--- src/rtl/fetch_queue_if.sv ---
// Fetch/decode handshake bundle for fetch_queue.
//   master : fetch + decode side (drives flush, in_*, out_ready; observes the rest)
//   slave  : the queue itself
// Signals:
//   flush      redirect, empties the queue
//   in_valid / in_ready / in_pc / in_instr      fetch -> queue
//   out_valid / out_ready / out_pc / out_instr  queue -> decode
//   count      occupied entries, 0..DEPTH
interface fetch_queue_if #(
    parameter int DEPTH   = 4,
    parameter int PC_W    = 64,
    parameter int INSTR_W = 32
);
    localparam int CNT_W = $clog2(DEPTH) + 1;

    logic               flush;
    logic               in_valid;
    logic               in_ready;
    logic [PC_W-1:0]    in_pc;
    logic [INSTR_W-1:0] in_instr;
    logic               out_valid;
    logic               out_ready;
    logic [PC_W-1:0]    out_pc;
    logic [INSTR_W-1:0] out_instr;
    logic [CNT_W-1:0]   count;

    modport master (
        output flush, in_valid, in_pc, in_instr, out_ready,
        input  in_ready, out_valid, out_pc, out_instr, count
    );

    modport slave (
        input  flush, in_valid, in_pc, in_instr, out_ready,
        output in_ready, out_valid, out_pc, out_instr, count
    );
endinterface

--- src/rtl/fetch_queue.sv ---
// DEPTH-entry instruction FIFO between fetch and decode.
// Fetch may run ahead while decode stalls; flush empties the queue in one cycle.
// An empty queue presents a zeroed bubble on out_pc/out_instr.
// Ports:
//   clk    clock, all state updates on posedge
//   reset  synchronous active-high reset (priority over flush)
//   bus    fetch_queue_if.slave: flush, in_* handshake, out_* handshake, count
module fetch_queue #(
    parameter int DEPTH   = 4,
    parameter int PC_W    = 64,
    parameter int INSTR_W = 32
) (
    input logic          clk,
    input logic          reset,
    fetch_queue_if.slave bus
);
    localparam int PTR_W = $clog2(DEPTH);
    localparam int CNT_W = PTR_W + 1;

    logic [PC_W-1:0]    memPc    [DEPTH];
    logic [INSTR_W-1:0] memInstr [DEPTH];
    logic [PTR_W-1:0]   rdPtr;
    logic [PTR_W-1:0]   wrPtr;
    logic [CNT_W-1:0]   count;

    logic inReady;
    logic outValid;
    logic push;
    logic pop;

    // Ready depends on registered occupancy only, so a full queue refuses a
    // push even when decode pops in the same cycle.
    assign inReady  = (count != CNT_W'(DEPTH));
    assign outValid = (count != '0);
    assign push     = bus.in_valid & inReady & ~bus.flush;
    assign pop      = outValid & bus.out_ready & ~bus.flush;

    // Pointers are exactly log2(DEPTH) bits, so increment wraps modulo DEPTH.
    always_ff @(posedge clk) begin
        if (reset || bus.flush) begin
            rdPtr <= '0;
            wrPtr <= '0;
            count <= '0;
        end else begin
            if (push) wrPtr <= wrPtr + 1'b1;
            if (pop)  rdPtr <= rdPtr + 1'b1;
            case ({push, pop})
                2'b10:   count <= count + 1'b1;
                2'b01:   count <= count - 1'b1;
                default: count <= count;
            endcase
        end
    end

    // Storage is not reset; only the pointers define which entries are live.
    always_ff @(posedge clk) begin
        if (push) begin
            memPc[wrPtr]    <= bus.in_pc;
            memInstr[wrPtr] <= bus.in_instr;
        end
    end

    assign bus.in_ready  = inReady;
    assign bus.out_valid = outValid;
    assign bus.out_pc    = outValid ? memPc[rdPtr]    : '0;
    assign bus.out_instr = outValid ? memInstr[rdPtr] : '0;
    assign bus.count     = count;
endmodule

--- src/flat_wrapper.sv ---
// flat-port wrapper written by rule: the top's interface ports become plain ports
module fetch_queue_flat 
#(
    parameter int DEPTH   = 4,
    parameter int PC_W    = 64,
    parameter int INSTR_W = 32
)
  (clk, reset, bus_flush, bus_in_valid, bus_in_pc, bus_in_instr, bus_out_ready, bus_in_ready, bus_out_valid, bus_out_pc, bus_out_instr, bus_count);
  fetch_queue_if #(.DEPTH(DEPTH), .PC_W(PC_W), .INSTR_W(INSTR_W)) bus_i ();
  input logic clk;
  input logic reset;
  input wire logic [$bits(bus_i.flush)-1:0] bus_flush;
  input wire logic [$bits(bus_i.in_valid)-1:0] bus_in_valid;
  input wire logic [$bits(bus_i.in_pc)-1:0] bus_in_pc;
  input wire logic [$bits(bus_i.in_instr)-1:0] bus_in_instr;
  input wire logic [$bits(bus_i.out_ready)-1:0] bus_out_ready;
  output wire logic [$bits(bus_i.in_ready)-1:0] bus_in_ready;
  output wire logic [$bits(bus_i.out_valid)-1:0] bus_out_valid;
  output wire logic [$bits(bus_i.out_pc)-1:0] bus_out_pc;
  output wire logic [$bits(bus_i.out_instr)-1:0] bus_out_instr;
  output wire logic [$bits(bus_i.count)-1:0] bus_count;
  assign bus_i.flush = bus_flush;
  assign bus_i.in_valid = bus_in_valid;
  assign bus_i.in_pc = bus_in_pc;
  assign bus_i.in_instr = bus_in_instr;
  assign bus_i.out_ready = bus_out_ready;
  assign bus_in_ready = bus_i.in_ready;
  assign bus_out_valid = bus_i.out_valid;
  assign bus_out_pc = bus_i.out_pc;
  assign bus_out_instr = bus_i.out_instr;
  assign bus_count = bus_i.count;
  fetch_queue #(.DEPTH(DEPTH), .PC_W(PC_W), .INSTR_W(INSTR_W)) u_core (.clk(clk), .reset(reset), .bus(bus_i));
endmodule
--- config.mk ---
export PLATFORM = sky130hd
export DESIGN_NAME = fetch_queue_flat
export DESIGN_NICKNAME = d
export VERILOG_FILES = /design/src/rtl/fetch_queue_if.sv /design/src/rtl/fetch_queue.sv /design/src/flat_wrapper.sv
export SDC_FILE = /design/constraint.sdc
export NUM_CORES = 1
export LEC_CHECK = 0
export ABC_AREA = 1
export BUFFER_PORTS_ARGS = -buffer_cell sky130_fd_sc_hd__buf_2
export CORE_AREA = 2 2 179 181
export DETAILED_ROUTE_END_ITERATION = 10
export DIE_AREA = 0 0 181 183
export PLACE_DENSITY = 0.76
export SYNTH_ARGS = -nofsm -noshare
export SYNTH_HDL_FRONTEND = slang
export SYNTH_SLANG_ARGS = --single-unit
--- constraint.sdc ---
create_clock -name clk -period 15 [get_ports clk]
set_clock_uncertainty 0.05 [all_clocks]
set_input_delay 0.75 -clock clk [delete_from_list [all_inputs] [get_ports clk]]
set_output_delay 0.75 -clock clk [all_outputs]
set_load 0.01 [all_outputs]
# == Yosys cells after proc, flatten, opt, wreduce, memory -nomap -nowiden ==
# Memories as Yosys holds them, arrays and structs flattened. A register that Yosys moved wholly into a read port is not among the register bits.
# Index checks and enable logic that the tools add are counted.
# word_totals
register_bits,7
ramBits,384
in_bits,101
memories,2
# mem_list
name,words,width,rd,rd_clocked_by_memory_dff,wr,line,rtl
u_core.memPc,4,64,1,1,1,fetch_queue.sv:20,logic [PC_W-1:0] memPc [DEPTH];
u_core.memInstr,4,32,1,1,1,fetch_queue.sv:21,logic [INSTR_W-1:0] memInstr [DEPTH];
# classes
add_sub_neg,4
eq_ne,3
mux,9
n_bitwise,5
n_reduce_logical,3
# op_table
cell,n
$mux W64,1
$mux W32,1
$mux W2,4
$pmux W3 S2,1
$add A2 B1 Y2 const B,2
$and A1 B1 Y1,4
$add A3 B1 Y3 const B,1
$ne A3 B3 Y1 const B,1
$reduce_bool A3 Y1,1
$sub A3 B1 Y3 const B,1
$eq A2 B1 Y1 const B,1
$eq A2 B2 Y1 const B,1
$mux W1,2
$reduce_bool A2 Y1,1
$logic_or A1 B1 Y1,1
$not A1 Y1,1

# == Depth between registers and ports, before layout ==
# depth
ltp_word,5
ltp_mapped,13
ltp_nobuf,13

# == Worst setup path after synthesis ==
# OpenSTA, ideal clock, no wires.
# synth_timing
path_kind,input to register
start,input port bus_flush
end,"memory u_core.memInstr[0][0], enable pin"
arrival_time_ns,5.021
required_ns,14.398
path_slack_ns,9.377
stages,2
n_path_buf,0
cell_sequence,nand3b_1 nor2_1
# synth_between
elab_chain_len,4
# synth_rtl
element,line,rtl
from (decl),flat_wrapper.sv:12,input wire logic [$bits(bus_i.flush)-1:0] bus_flush;
$not A1 Y1,fetch_queue.sv:35,assign push = bus.in_valid & inReady & ~bus.flush;
$and A1 B1 Y1,fetch_queue.sv:35,
$mux W1,fetch_queue.sv:57,if (push) begin
$mux W1 (implied by the code),fetch_queue.sv:59,memInstr[wrPtr] <= bus.in_instr;
to (decl),fetch_queue.sv:21,
# No other way between the ends.

==> flow_metrics.py <==
metrics = {
    "worst_setup_path": {
        "cp.required_ns": 14.20,
        "critPathSlowestCell": "inv_4",
        "crit_path_max_fanout": 103,
        "path_class": "register to output port",
        "cpMostUsedCell": "buf_4",
        "crit_chain": "buf_4 -> inv_4 -> buf_4 -> o21ai_0 -> a21oi_1 -> buf_2",
        "cp.arrival_ns": 3.60,
        "end_kind": "output port",
        "startpoint_type": "register",
        "cp_slowest_stage_delay_ns": 0.81,
    },
    "clocking": {
        "cts_sinks": 393,
        "postCtsHoldBufs": 0,
        "ctsResizeCount": 0,
        "cts.clk_slew.worst_paths_ns": 0.06,
        "htreeDepth": 2,
        "clock_latency_ns": 0.51,
        "cts_buffer_depth": 3,
        "postCtsSetupRepairBufs": 0,
        "cts_tree": "yes",
        "clock-root-buffer": "clkbuf_16",
        "numCtsBuffers": 40,
    },
    "run_status": {
        "outcome": "completed",
    },
    "floorplan": {
        "rows": 65,
        "die_h_microns": 183,
        "io_pins": 202,
        "coreArea_sq_mm": 0.0312,
        "die_w_microns": 181,
        "initial_core_util_pct": 49.2,
        "fp.dieArea_sq_mm": 0.0331,
    },
    "detailed_routing": {
        "via_per_inst": 5.37,
        "drc": 0,
        "via_count": 9718,
        "ant_nets": 0,
        "wire_per_inst_microns": 18.2,
        "firstDrtPassIters": 5,
        "wirelength_mm": 32.9,
        "first_iter_violations": 910,
    },
    "logic_synthesis": {
        "synth_top_area_share_pct": 75.1,
        "synth_fp_nets": 1310,
        "yosysMostFrequentCell": "nor2_1",
        "synthTopCellsByCount": "nor2_1 (397), edfxtp_1 (384), o21ai_0 (177)",
        "ys_ff_latch": 393,
        "synth_edf_count": 384,
        "synth.largest_area_cell": "edfxtp_1",
        "synthFlopType": "edfxtp_1",
        "syn_area_per_cell_sq_um": 12.8,
        "ys_types": 19,
        "netlist_instances": 1203,
        "synthTopCellsByArea": "edfxtp_1 (75%), nor2_1 (9.7%), o21ai_0 (5.8%)",
        "yosysWarnings": 0,
        "synth-async-reset-ratio_pct": 0,
        "syn-cell-area_sq_mm": 0.0153,
        "seq_area_frac_synth_pct": 76.3,
    },
    "place": {
        "io_buffer_count": 201,
        "hpwl_mm": 17.8,
        "gp_congestion": 0.767,
    },
    "power_and_ir_drop": {
        "internal_power_mw": 1.77,
        "p_leak_nw": 6.42,
        "power_frac_seq_pct": 55.6,
        "pwr-share-comb_pct": 4.7,
        "powerDensity_mw_per_mm2": 125,
        "clockPowerShare_pct": 39.7,
        "p_sw_share_pct": 20.2,
        "peakVddDrop_uv": 85.6,
        "p_sw_mw": 0.448,
    },
    "timing": {
        "rsz0062_at_grt": "no",
        "slew_violations": 0,
        "relSlewSlack_pct": 26.2,
        "post-route-period-util_pct": 29.4,
        "period_minus_slack_ns": 4.40,
        "setup_tns_ns": 0,
        "fmax_ghz": 0.227,
        "tightest_slew_ns": 1.11,
        "hold_slack_ns": 0.394,
        "finalHoldViolations": 0,
        "setup_violations": 0,
    },
    "global_route": {
        "grt-ovfl-total": 0,
        "grt_pass1_wl_mm": 50.4,
        "grt_pass1_vias": 9569,
        "antenna_found_initial": 5,
        "grt_use_total_pct": 19.5,
        "grt_start_max_net_pins": 104,
    },
    "finish": {
        "syn2layout_area_growth_pct": 15.4,
        "drive_above_1_share_pct": 19.1,
        "nets": 1492,
    },
    "flow_run": {
        "maxCapViolations": 0,
    },
    "min_path": {
        "hold_path_class": "input port to register",
    },
}
-- kinds of logic (layout without fill, tap and decap cells) --
group           count (synthesis)  count (layout)  share of synthesized area [%]
simple gates                  417             417                           10.3
flops                         393             393                           76.3
compound gates                295             295                           9.62
buf+inv                        92             294                           3.28
fa+ha+maj                       6               6                          0.538
other cells                     0               4                              0
-- layout make-up --
type / instances / area [sq um]
timing repair buffer: 213 / 1100
sequential: 393 / 11700
multi-input combinational: 718 / 3170
fill: 2517 / 13500
antenna: 4 / 10.0
clock buffer: 55 / 1110
inverter: 19 / 77.6
clock inverter: 7 / 32.5
tap: 402 / 503
-- final timing paths --
kind                       start                   to  slack (ns)  depth (start not counted)
min reg2reg      u_core.rdPtr[0]      u_core.rdPtr[0]        0.45                          2
max reg2reg  u_core.bus.count[1]  u_core.memPc[0][28]       11.70                          5
min                 bus_in_pc[6]   u_core.memPc[2][6]        0.39                          1
max                     register     bus_out_instr[0]       10.60                          6
-- cells in the final DEF (no fill, tap or decap), drive strengths merged --
| cell type | Yosys | layout |
|---|---|---|
| clkbuf | 25 | 55 |
| fa | 1 | 1 |
| nand2 | 14 | 14 |
| nand3b | 1 | 1 |
| nand3 | 4 | 4 |
| clkinv | 0 | 7 |
| edfxtp | 384 | 384 |
| dfxtp | 9 | 9 |
| buf | 48 | 213 |
| nand4 | 1 | 1 |
| o21ai | 194 | 194 |
| nor2 | 397 | 397 |
| a21oi | 101 | 101 |
| inv | 19 | 18 |
| clkinvlp | 0 | 1 |
| ha | 5 | 5 |
| diode | 0 | 4 |
-- stage by stage --
step           setup slack [ns]  std cells  util [%]  total power, mW  area, sq um
5_1_grt                   10.31       1808      56.7             2.29        17700
6_report                  10.60       1811      56.7             2.22        17700
2_1_floorplan              9.38       1203         -             1.31        15300
3_5_place_dp              11.11       1745      53.0             1.36        16600
3_3_place_gp              11.20       1745      53.0             1.36        16600
4_1_cts                   10.54       1807      56.7             2.23        17700
-- state kept, by name (all words and copies together), names as in the netlist, named ones only --
signal / flops
u_core.rdPtr: 2
u_core.memPc: 256
u_core.wrPtr: 2
u_core.bus.count: 3
u_core.memInstr: 128
-- per-layer routing --
metal	routed length (microns)	GRT usage, %	vias to the layer above	share of wire (%)
met2	15900	33.1	321	48
li1	-	-	4627	-
met5	13	0	-	0.040
met1	13900	25.1	4715	42
met3	2550	5.26	53	7.8
met4	568	5.27	2	1.7
-- power groups by stage --
| stage | logic (mW) | registers (mW) | clock network (mW) |
|---|---|---|---|
| 2_1_floorplan | 0.0539 | 1.26 | 0 |
| 3_3_place_gp | 0.102 | 1.25 | 0 |
| 3_5_place_dp | 0.105 | 1.26 | 0 |
| 4_1_cts | 0.105 | 1.23 | 0.897 |
| 5_1_grt | 0.117 | 1.23 | 0.940 |
| 6_report | 0.104 | 1.23 | 0.881 |
-- worst max-delay path: cells and delay by family, from the launching register on --
family	cells	cell delay, ns
buffers and inverters	4	2.20
AO/OA/AOI/OAI	2	0.48
flip-flops	1	0.33
(Power assumes the default switching activity.)
